==> config.mk <==
export PLATFORM = sky130hd
export DESIGN_NAME = magic_button_ctrl
export DESIGN_NICKNAME = d
export VERILOG_FILES = /design/src/rtl/magic_button_ctrl.sv
export SDC_FILE = /design/constraint.sdc
export NUM_CORES = 1
export LEC_CHECK = 0
export CAP_MARGIN = 25
export CORE_UTILIZATION = 45
export CTS_BUF_LIST = sky130_fd_sc_hd__clkbuf_16
export DETAILED_ROUTE_END_ITERATION = 8
export SYNTH_ARGS = -nofsm -noshare
export SYNTH_HDL_FRONTEND = slang
export SYNTH_SLANG_ARGS = --single-unit
==> constraint.sdc <==
create_clock -name clk28 -period 5.8 [get_ports clk28]
set_input_delay 1.74 -clock clk28 [delete_from_list [all_inputs] [get_ports clk28]]
set_output_delay 1.74 -clock clk28 [all_outputs]
set_load 0.03 [all_outputs]
==> src/rtl/magic_button_ctrl.sv <==
// Magic (service menu) button front end: synchronise, debounce, and classify
// presses as short (menu request) or long (reboot request) using frame ticks.
//
// state        | meaning
// -------------+-------------------------------------------------------------
// IDLE         | waiting for a debounced press; all outputs low
// PRESSED      | button held; counting frame ticks toward the long threshold
// ARMED        | short press seen; magic_button high until ack or timeout
// REBOOT       | long press seen; reboot_req high for REBOOT_FRAMES ticks
// WAIT_RELEASE | long press done; swallow the release so it is not a short press
module magic_button_ctrl #(
    parameter int DEBOUNCE_CYCLES = 560000,
    parameter int LONG_FRAMES     = 100,
    parameter int ARM_FRAMES      = 4,
    parameter int REBOOT_FRAMES   = 2
) (
    input  logic clk28,
    input  logic rst_n,
    input  logic n_button_raw,
    input  logic n_int,
    input  logic magic_mode,
    output logic magic_button,
    output logic reboot_req,
    output logic btn_pressed
);

    localparam logic [19:0] DEB_LAST = 20'(DEBOUNCE_CYCLES - 1);
    localparam logic [7:0]  LONG_F   = 8'(LONG_FRAMES);
    localparam logic [7:0]  ARM_F    = 8'(ARM_FRAMES);
    localparam logic [7:0]  REBOOT_F = 8'(REBOOT_FRAMES);

    typedef enum logic [2:0] {
        IDLE         = 3'd0,
        PRESSED      = 3'd1,
        ARMED        = 3'd2,
        REBOOT       = 3'd3,
        WAIT_RELEASE = 3'd4
    } state_t;

    state_t      state;
    state_t      state_next;
    logic [1:0]  sync_q;
    logic [19:0] deb_cnt;
    logic        btn_q;
    logic        int_q;
    logic [7:0]  fcnt;
    logic        frame_tick;
    logic        btn_rise;

    assign frame_tick = int_q & ~n_int;
    assign btn_rise   = btn_pressed & ~btn_q;

    // Raw input is active low, so "stable" means synced level == ~btn_pressed.
    always_ff @(posedge clk28 or negedge rst_n) begin
        if (!rst_n) begin
            sync_q      <= 2'b11;
            deb_cnt     <= '0;
            btn_pressed <= 1'b0;
            btn_q       <= 1'b0;
            int_q       <= 1'b1;
        end else begin
            sync_q <= {sync_q[0], n_button_raw};
            btn_q  <= btn_pressed;
            int_q  <= n_int;
            if (sync_q[1] == ~btn_pressed) begin
                deb_cnt <= '0;
            end else if (deb_cnt == DEB_LAST) begin
                deb_cnt     <= '0;
                btn_pressed <= ~btn_pressed;
            end else begin
                deb_cnt <= deb_cnt + 20'd1;
            end
        end
    end

    always_ff @(posedge clk28 or negedge rst_n) begin
        if (!rst_n) begin
            state <= IDLE;
            fcnt  <= '0;
        end else begin
            state <= state_next;
            if (state_next != state) begin
                fcnt <= '0;
            end else if (frame_tick && (fcnt != 8'hFF)) begin
                fcnt <= fcnt + 8'd1;
            end
        end
    end

    // Long threshold is tested before release, and ack before timeout.
    always_comb begin
        state_next = state;
        case (state)
            IDLE: begin
                if (btn_rise) state_next = PRESSED;
            end
            PRESSED: begin
                if (fcnt == LONG_F)   state_next = REBOOT;
                else if (!btn_pressed) state_next = magic_mode ? IDLE : ARMED;
            end
            ARMED: begin
                if (magic_mode)          state_next = IDLE;
                else if (fcnt == ARM_F)  state_next = IDLE;
            end
            REBOOT: begin
                if (fcnt == REBOOT_F) state_next = WAIT_RELEASE;
            end
            WAIT_RELEASE: begin
                if (!btn_pressed) state_next = IDLE;
            end
            default: state_next = IDLE;
        endcase
    end

    always_comb begin
        magic_button = 1'b0;
        reboot_req   = 1'b0;
        case (state)
            ARMED:   magic_button = 1'b1;
            REBOOT:  reboot_req   = 1'b1;
            default: ;
        endcase
    end

endmodule

==> impl_metrics.json <==
{
  "outcome": "finished clean",
  "ctsHoldBuffers": 0,
  "dieArea_um2": 4380,
  "placed_cells": 239,
  "cts_resized": 0,
  "syn_to_final_growth_pct": 14.0,
  "grt_util_met1_pct": 25.3,
  "async_flop_share_pct": 100,
  "crit_buf_inv": 1,
  "ios": 8,
  "skew_ps": 2.77,
  "syn_area_per_cell_um2": 9.98,
  "start_kind": "register",
  "finalHoldViolations": 0,
  "fin_area_um2": 2120,
  "crit_path_max_fanout": 9,
  "ys_seq_elements": 36,
  "nFillCells": 324,
  "ys_warn_count": 0,
  "post_cts_buffers": 0,
  "end_kind": "output pin",
  "rows": 22,
  "post_route_cells_drive_above_1_share_pct": 6.03,
  "insertion_delay_ps": 270,
  "max_cap_viol_count": 0,
  "clk_pin_slew_ps": 50,
  "htreeDepth": 2,
  "vias": 1378,
  "dieHeight_um": 66.2,
  "mostFrequentLayoutCell": "dfrtp_1",
  "grt_busiest_layer": "met2",
  "track_usage_pct": 18.1,
  "grt_max_degree": 37,
  "setup_tns_ps": 0,
  "synth-edff-count": 0,
  "layout_common_cells": "dfrtp_1 (33), nor2_1 (30), nand2_1 (12), xor2_1 (12)",
  "wl_um": 3380,
  "finalSetupViolations": 0,
  "rsz0062_at_grt": "false",
  "fp.dieW_um": 66.2,
  "power.density_nw_per_um2": 296,
  "fmax_mhz": 281,
  "crit_chain": "nor2b_1 > and2_1 > clkdlybuf4s50_1",
  "grt_pass1_vias": 1318,
  "grt_pass1_wl_um": 6000,
  "core_area_um2": 3800,
  "syn_inst": 186,
  "slowest_delay_ps": 660,
  "portBuffers": 7,
  "use_met2_pct": 26.9,
  "pre_cts_ws_ps": 2450,
  "drt_iter0_drc": 137,
  "diodes": 0,
  "synth_ff_type": "dfrtp_1",
  "antenna_found_initial": 0,
  "cts_tree": "built",
  "synthesis.area_um2": 1860,
  "worst_pin_slew_ps": 599,
  "cts_max_path_buffers": 2,
  "stdcell_count": 247,
  "post_drt_wl_per_cell_um": 13.7,
  "arrival_ps": 1810,
  "vias_per_cell": 5.58,
  "power_mw": 0.626,
  "layout.nets": 207,
  "cts.sinks": 36,
  "fin_util_pct": 55.7,
  "initial_utilization_pct": 48.8,
  "ant_nets": 0,
  "seq_area_frac_synth_pct": 48.8,
  "cp_slowest_cell": "clkdlybuf4s50_1",
  "root_buffer": "clkbuf_16",
  "drcViolationCount": 0,
  "placed_area_um2": 1980,
  "r2r_start": "fcnt[5]$_DFFE_PN0P_",
  "slew_headroom_pct": 60.0,
  "synth_nets": 195,
  "hold_slack_ps": 354,
  "dp_hpwl_um": 2340,
  "grt_remaining_overflow": 0,
  "hold_class": "register to register",
  "first_pass_iters": 4,
  "cts_buffers": 5,
  "path_class": "register to output pin",
  "fin_crit_sh_pct": 61.3,
  "use_met3_pct": 4.14,
  "leakagePower_nw": 0.914,
  "maxSlewViolCount": 0,
  "hold_start": "sync_q[0]$_DFF_PN1_",
  "crit_family": "buffers and inverters",
  "finalCriticalPeriod_ps": 3550,
  "worstPathRequired_ps": 4060,
  "synth.distinct_cells": 39,
  "cp-startpoint": "state[2]$_DFF_PN0_",
  "gp_congestion": 0.777,
  "final.setup.worst_slack_ps": 2250,
  "peakVddDrop_mv": 0.161
}
==> final timing paths <==
| path | slack [ps] | cells after the start | to |
|---|---|---|---|
| min | 350 | 0 | sync_q[1]$_DFF_PN1_ |
| min reg2reg | 350 | 0 | sync_q[1]$_DFF_PN1_ |
| max in group asynchronous | 3570 | 2 | sync_q[1]$_DFF_PN1_ |
| max | 2250 | 3 | magic_button |
| min in group asynchronous | 1880 | 2 | state[1]$_DFF_PN0_ |
| max reg2reg | 3630 | 4 | fcnt[5]$_DFFE_PN0P_ |
==> power by group <==
part | internal (mW) | total [mW] | switching (mW)
Clock | 0.154 | 0.247 | 0.0924
Sequential | 0.272 | 0.300 | 0.0282
Combinational | 0.0377 | 0.0791 | 0.0414
==> layer usage <==
layer | vias up | wire length (µm)
li1 | 684 | -
met3 | 5 | 114
met4 | 0 | 41
met5 | - | 0
met2 | 25 | 1480
met1 | 664 | 1740
==> layout make-up <==
type                       instances  area (µm²)  share of cell area [%]
inverter                           8        30.0                    1.42
clock inverter                     3        11.3                   0.532
timing repair buffer               8        77.6                    3.67
tap                               48        60.1                    2.84
clock buffer                       5         125                    5.91
multi-input combinational        139         907                    42.9
sequential                        36         905                    42.8
==> cells in the mapped netlist (all sizes together) (4+ instances only) <==
cell type	number	area share, %
ha	4	2.7
nand2	12	2.4
nand4	6	2.0
xnor2	10	4.7
dfrtp	33	45
and4	5	2.4
inv	8	1.6
nor3	5	1.3
xor2	12	5.7
nor2	30	6.1
a21oi	4	1.1
and3	4	1.3
mux2i	5	2.7
nand3	10	2.7
nor4	7	2.4
==> state kept, by name (all words and copies together), names as in the netlist <==
signal / count
sync_q: 2
btn_q: 1
fcnt: 8
deb_cnt: 20
state: 3
btn_pressed: 1
int_q: 1
==> cells by family (layout without fill, tap and decap cells) <==
logic type	Yosys count	in the layout	share of synthesized area [%]
fa+ha+maj	4	4	2.70
compound gates	12	12	5.13
buf+inv	11	24	2.36
xor+xnor	22	22	10.4
mux	5	5	2.70
flops	36	36	48.8
simple gates	96	96	28.0
Power figures use the tool's default switching activity.
